$ cat src/rtl/sprite_compositor.sv
// N-layer sprite compositor: index-priority, colour-key blend over background, player collision log.
// Latency ROM_LAT+2 clocks from (h_count, v_count) to rgb; sprite ROM addresses leave after 1 clock.
// No backpressure: one pixel per clock, never stalls; collision results update once per frame.
module sprite_compositor #(
  parameter int         NUM_SPRITES = 4,
  parameter int         SPR_W       = 32,
  parameter int         SPR_H       = 32,
  parameter int         ADDR_W      = 10,
  parameter int         ROM_LAT     = 1,
  parameter int         H_DISPLAY   = 640,
  parameter int         V_DISPLAY   = 480,
  parameter logic [8:0] TRANSPARENT = 9'h000
) (
  input  logic                          CLK,
  input  logic                          RST,
  input  logic [9:0]                    h_count,
  input  logic [9:0]                    v_count,
  input  logic [8:0]                    bg_rgb,
  input  logic [10*NUM_SPRITES-1:0]     spr_x,
  input  logic [10*NUM_SPRITES-1:0]     spr_y,
  input  logic [NUM_SPRITES-1:0]        spr_en,
  input  logic [NUM_SPRITES-1:0]        spr_mirror,
  output logic [ADDR_W*NUM_SPRITES-1:0] spr_addr,
  input  logic [9*NUM_SPRITES-1:0]      spr_data,
  output logic [8:0]                    rgb,
  output logic                          collision,
  output logic [NUM_SPRITES-2:0]        collision_mask,
  output logic                          frame_done
);

  // One pipeline word: {hit vector, active, background, h, v}
  localparam int PW = NUM_SPRITES + 1 + 9 + 10 + 10;

  logic [NUM_SPRITES-1:0]        hit_a;
  logic                          active_a;
  logic [ADDR_W*NUM_SPRITES-1:0] spr_addr_d, spr_addr_q;
  logic [ROM_LAT:0][PW-1:0]      pipe_d, pipe_q;

  logic [NUM_SPRITES-1:0]        hit_b;
  logic                          active_b;
  logic [8:0]                    bg_b;
  logic [9:0]                    h_b, v_b;
  logic [NUM_SPRITES-1:0]        opaque_b;
  logic                          frame_end_b;

  logic [8:0]                    rgb_d, rgb_q;
  logic [NUM_SPRITES-2:0]        acc_d, acc_q;
  logic [NUM_SPRITES-2:0]        mask_d, mask_q;
  logic                          collision_d, collision_q;
  logic                          frame_done_d, frame_done_q;

  // Stage A: per-layer bounding-box hit and ROM address; 11-bit sums so edges clip without wrap
  always_comb begin
    logic [9:0] x_i;
    logic [9:0] y_i;
    logic [9:0] col;
    logic [9:0] row;
    x_i        = '0;
    y_i        = '0;
    col        = '0;
    row        = '0;
    hit_a      = '0;
    spr_addr_d = '0;
    active_a   = ({1'b0, h_count} < 11'(H_DISPLAY)) && ({1'b0, v_count} < 11'(V_DISPLAY));
    for (int i = 0; i < NUM_SPRITES; i++) begin
      x_i = spr_x[10*i +: 10];
      y_i = spr_y[10*i +: 10];
      hit_a[i] = spr_en[i] && active_a
              && ({1'b0, h_count} >= {1'b0, x_i}) && ({1'b0, h_count} < {1'b0, x_i} + 11'(SPR_W))
              && ({1'b0, v_count} >= {1'b0, y_i}) && ({1'b0, v_count} < {1'b0, y_i} + 11'(SPR_H));
      col = h_count - x_i;
      if (spr_mirror[i]) col = 10'(SPR_W - 1) - col;
      row = v_count - y_i;
      if (hit_a[i])
        spr_addr_d[ADDR_W*i +: ADDR_W] = ADDR_W'(20'(row) * 20'(SPR_W) + 20'(col));
    end
  end

  // Delay line: slot 0 is the stage-A register, slot ROM_LAT lines up with spr_data
  always_comb begin
    pipe_d    = pipe_q;
    pipe_d[0] = {hit_a, active_a, bg_rgb, h_count, v_count};
    for (int s = 1; s <= ROM_LAT; s++) pipe_d[s] = pipe_q[s-1];
  end

  assign {hit_b, active_b, bg_b, h_b, v_b} = pipe_q[ROM_LAT];

  // Stage B: lowest-index opaque layer wins; collisions accumulate until the first vblank coordinate
  always_comb begin
    logic [8:0] pix;
    pix          = bg_b;
    opaque_b     = '0;
    for (int i = NUM_SPRITES - 1; i >= 0; i--) begin
      opaque_b[i] = hit_b[i] && (spr_data[9*i +: 9] != TRANSPARENT);
      if (opaque_b[i]) pix = spr_data[9*i +: 9];
    end
    rgb_d        = active_b ? pix : 9'h000;
    frame_end_b  = (h_b == 10'd0) && ({1'b0, v_b} == 11'(V_DISPLAY));
    acc_d        = acc_q;
    mask_d       = mask_q;
    collision_d  = collision_q;
    frame_done_d = 1'b0;
    for (int k = 1; k < NUM_SPRITES; k++)
      if (opaque_b[0] && opaque_b[k]) acc_d[k-1] = 1'b1;
    // The vblank coordinate is inactive, so no new hit can land in the cycle we clear
    if (frame_end_b) begin
      collision_d  = |acc_q;
      mask_d       = acc_q;
      acc_d        = '0;
      frame_done_d = 1'b1;
    end
  end

  // All state registers; reset clears pipeline so the first outputs after release are black
  always_ff @(posedge CLK or posedge RST) begin
    if (RST) begin
      spr_addr_q   <= '0;
      pipe_q       <= '0;
      rgb_q        <= '0;
      acc_q        <= '0;
      mask_q       <= '0;
      collision_q  <= 1'b0;
      frame_done_q <= 1'b0;
    end else begin
      spr_addr_q   <= spr_addr_d;
      pipe_q       <= pipe_d;
      rgb_q        <= rgb_d;
      acc_q        <= acc_d;
      mask_q       <= mask_d;
      collision_q  <= collision_d;
      frame_done_q <= frame_done_d;
    end
  end

  assign spr_addr       = spr_addr_q;
  assign rgb            = rgb_q;
  assign collision      = collision_q;
  assign collision_mask = mask_q;
  assign frame_done     = frame_done_q;

endmodule

$ cat config.mk
export PLATFORM = sky130hd
export DESIGN_NAME = sprite_compositor
export DESIGN_NICKNAME = d
export VERILOG_FILES = /design/src/rtl/sprite_compositor.sv
export SDC_FILE = /design/constraint.sdc
export NUM_CORES = 1
export LEC_CHECK = 0
export CAP_MARGIN = 20
export CORE_MARGIN = 3
export CORE_UTILIZATION = 29
export DETAILED_ROUTE_END_ITERATION = 6
export PLACE_DENSITY = 0.55
export SYNTH_ARGS = -nofsm -noshare
export SYNTH_HDL_FRONTEND = slang
export SYNTH_SLANG_ARGS = --single-unit
$ cat constraint.sdc
create_clock -name CLK -period 10.2 [get_ports CLK]
set_input_delay 2.04 -clock CLK [delete_from_list [all_inputs] [get_ports CLK]]
set_output_delay 2.04 -clock CLK [all_outputs]
set_load 0.01 [all_outputs]
==> flow_metrics.env <==
export IMPL_final_common_cell="clkdlybuf4s50_1"
export IMPL_hpwl_um=23800
export IMPL_drt_initial_drc_count=465
export IMPL_netlist_area_sq_um=9900
export IMPL_finalHoldViolations=0
export IMPL_avgRoutedWirePerCell_um=17.4
export IMPL_grt_antenna_before_repair=9
export IMPL_cts_resized=0
export IMPL_fin_crit_ns=5.95
export IMPL_cts_max_level=4
export IMPL_p_clk_frac=0.334
export IMPL_firstDrtPassIters=5
export IMPL_rsz0062_at_grt="false"
export IMPL_coreArea_sq_um=33600
export IMPL_p_int_mw=1.15
export IMPL_ys_seq_area_frac=0.316
export IMPL_start_util=0.294
export IMPL_vias_per_cell=4.92
export IMPL_p_leak_nw=5.92
export IMPL_vdd_drop_max_mv=0.0942
export IMPL_mostFrequentLayoutCells="208 x clkdlybuf4s50_1, 144 x ha_1, 125 x dfrtp_1"
export IMPL_relSlewSlack=0.326
export IMPL_drive_above_1_share=0.0418
export IMPL_max_slew_worst_pin_slew_ns=1.01
export IMPL_clk_pin_slew_worst_paths_ns=0.06
export IMPL_tns_ns=0
export IMPL_synth_warnings=0
export IMPL_fp_dieArea_sq_um=36400
export IMPL_fillers=3366
export IMPL_track_usage=0.168
export IMPL_ioPinCount=209
export IMPL_overflow=0
export IMPL_worstSetupPathType="input pin to flip-flop"
export IMPL_p_comb_frac=0.357
export IMPL_skew_ns=0.0136
export IMPL_p_total_mw=1.68
export IMPL_final_antenna_net_count=0
export IMPL_setup_slack_ns=4.25
export IMPL_cap_violations=0
export IMPL_cp_required_ns=10.52
export IMPL_place_area_sq_um=12500
export IMPL_synth_async_reset_ratio=1.00
export IMPL_die_width_um=191
export IMPL_route_vias_total=8568
export IMPL_synth_seq_cells=125
export IMPL_cp_end_kind="flip-flop"
export IMPL_cts_made_buffers=17
export IMPL_hp_class="flip-flop to flip-flop"
export IMPL_placedCellCount=1709
export IMPL_seq_power_share=0.309
export IMPL_clk_path_buf_depth=2
export IMPL_final_nets=1592
export IMPL_ys_flop_type="dfrtp_1"
export IMPL_cellPowerDensity_nw_per_um2=128
export IMPL_stdcell_area_sq_um=13000
export IMPL_clk_latency_ns=0.42
export IMPL_yosysTopAreaCellShare=0.316
export IMPL_cts_hold_buffers=0
export IMPL_finalCritPeriodShare=0.583
export IMPL_grt_pass1_vias=8750
export IMPL_synth_fp_nets=1380
export IMPL_crit_fanout=9
export IMPL_drc=0
export IMPL_io_buffers=208
export IMPL_synth_area_leaders="dfrtp_1 32%, ha_1 18%, xnor2_1 7.4%"
export IMPL_start_kind="input pin"
export IMPL_drv_slew=0
export IMPL_postSynthCellCount=1069
export IMPL_max_freq_mhz=168
export IMPL_post_cts_buffers=0
export IMPL_final_setup_viol_count=0
export IMPL_yosys_area_top_type="dfrtp_1"
export IMPL_die_h_um=191
export IMPL_p_switching_uw=529
export IMPL_grt_start_max_net_pins=51
export IMPL_cts_tree="built"
export IMPL_routed_wl_um=30300
export IMPL_area_growth_pct=31.8
export IMPL_outcome="finished, final reports clean"
export IMPL_syn_area_per_cell_sq_um=9.26
export IMPL_instances_no_fill=1742
export IMPL_grt_first_pass_wirelength_um=47400
export IMPL_p_sw_frac=0.316
export IMPL_synth_edff_count=0
export IMPL_gp_congestion=0.866
export IMPL_holdWs_ns=0.343
export IMPL_synth_distinct_cells=65
export IMPL_rows=67
export IMPL_cp_arrival_ns=6.27
export IMPL_clockRootBuffer="clkbuf_16"
export IMPL_fin_util=0.388
export IMPL_pre_cts_ws_ns=3.78
export IMPL_cts_sinks=125
-- metal layers --
metal / share of wire / routed length, um / global-route usage
met1: 0.46 / 13900 / 0.223
met2: 0.46 / 14000 / 0.272
met3: 0.061 / 1840 / 0.0406
met4: 0.018 / 554 / 0.0485
met5: 0.0034 / 102 / 0
-- final timing paths --
path	from	endpoint	slack (ns)	cells past startpoint
max in group asynchronous	RST	pipe_d[67]$_DFF_PP0_	6.62	4
worst max-delay path	h_count[1]	spr_addr[29]$_DFF_PP0_	4.25	14
min in group asynchronous	RST	collision$_DFFE_PP0P_	2.00	2
worst min-delay path	pipe_d[57]$_DFF_PP0_	bg_b[3]$_DFF_PP0_	0.34	0
worst max register to register	h_b[6]$_DFF_PP0_	collision_mask[0]$_DFFE_PP0P_	8.19	4
worst min register to register	pipe_d[57]$_DFF_PP0_	bg_b[3]$_DFF_PP0_	0.34	0
-- cell families after synthesis --
group | synth area share
buffers and inverters | 0.0565
adders and majority gates | 0.206
and+or+nand+nor | 0.133
DFF | 0.316
AOI/OAI and AO/OA | 0.185
xor gates and xnor gates | 0.0993
muxes | 0.00455
-- cells in the mapped netlist (6+ instances only) --
cell type and count:
ha_1 144, dfrtp_1 125, inv_1 121, xnor2_1 84
a21oi_1 83, nor2_1 63, o21ai_0 52, nand2_1 50
nand3_1 27, a21o_1 25, xor2_1 23, nor2b_1 17
nor4_1 17, nor3_1 16, clkbuf_1 13, o21a_1 13
a311oi_1 12, a31oi_1 12, and2_1 12, fa_1 12
a211oi_1 11, and3_1 10, o211ai_1 10, nand2b_1 9
nand4_1 8, a211o_1 7, buf_2 6, nor3b_1 6
o21bai_1 6
-- state kept, by name, indices dropped and copies added, names as in the netlist --
| signal | cells |
|---|---|
| h_b | 10 |
| rgb | 9 |
| pipe_q | 10 |
| bg_b | 9 |
| spr_addr | 40 |
| collision_mask | 3 |
| acc_q | 3 |
| frame_done | 1 |
| pipe_d | 34 |
| collision | 1 |
| active_b | 1 |
| hit_b | 4 |
-- power groups by stage --
stage	clock network (mW)	registers (mW)	logic [mW]
2_1_floorplan	0	0.527	0.414
3_3_place_gp	0	0.526	0.592
3_5_place_dp	0	0.526	0.600
4_1_cts	0.579	0.518	0.604
5_1_grt	0.606	0.519	0.673
6_report	0.559	0.518	0.599
-- final cells by class --
cell class                 count  area (sq um)  share of cell area
clock inverter                10          93.8             0.00719
timing repair buffer         215          2130               0.164
tap                          448           561              0.0430
antenna                        1          2.50            0.000192
multi-input combinational    801          6220               0.477
clock buffer                  21           450              0.0345
sequential                   125          3130               0.240
inverter                     121           457              0.0350
-- critical path, cell delays in order --
cell,delay [ns]
clkdlybuf4s50_1,0.84
ha_1,0.47
nor2_1,0.16
a21oi_1,0.09
o311ai_1,0.69
nand2_1,0.15
xnor2_1,0.20
fa_1,0.46
a21o_1,0.20
a21oi_1,0.18
xnor2_1,0.15
xnor2_1,0.16
xnor3_1,0.32
nor3_1,0.13
No activity file was read; power rests on OpenSTA's default activity.
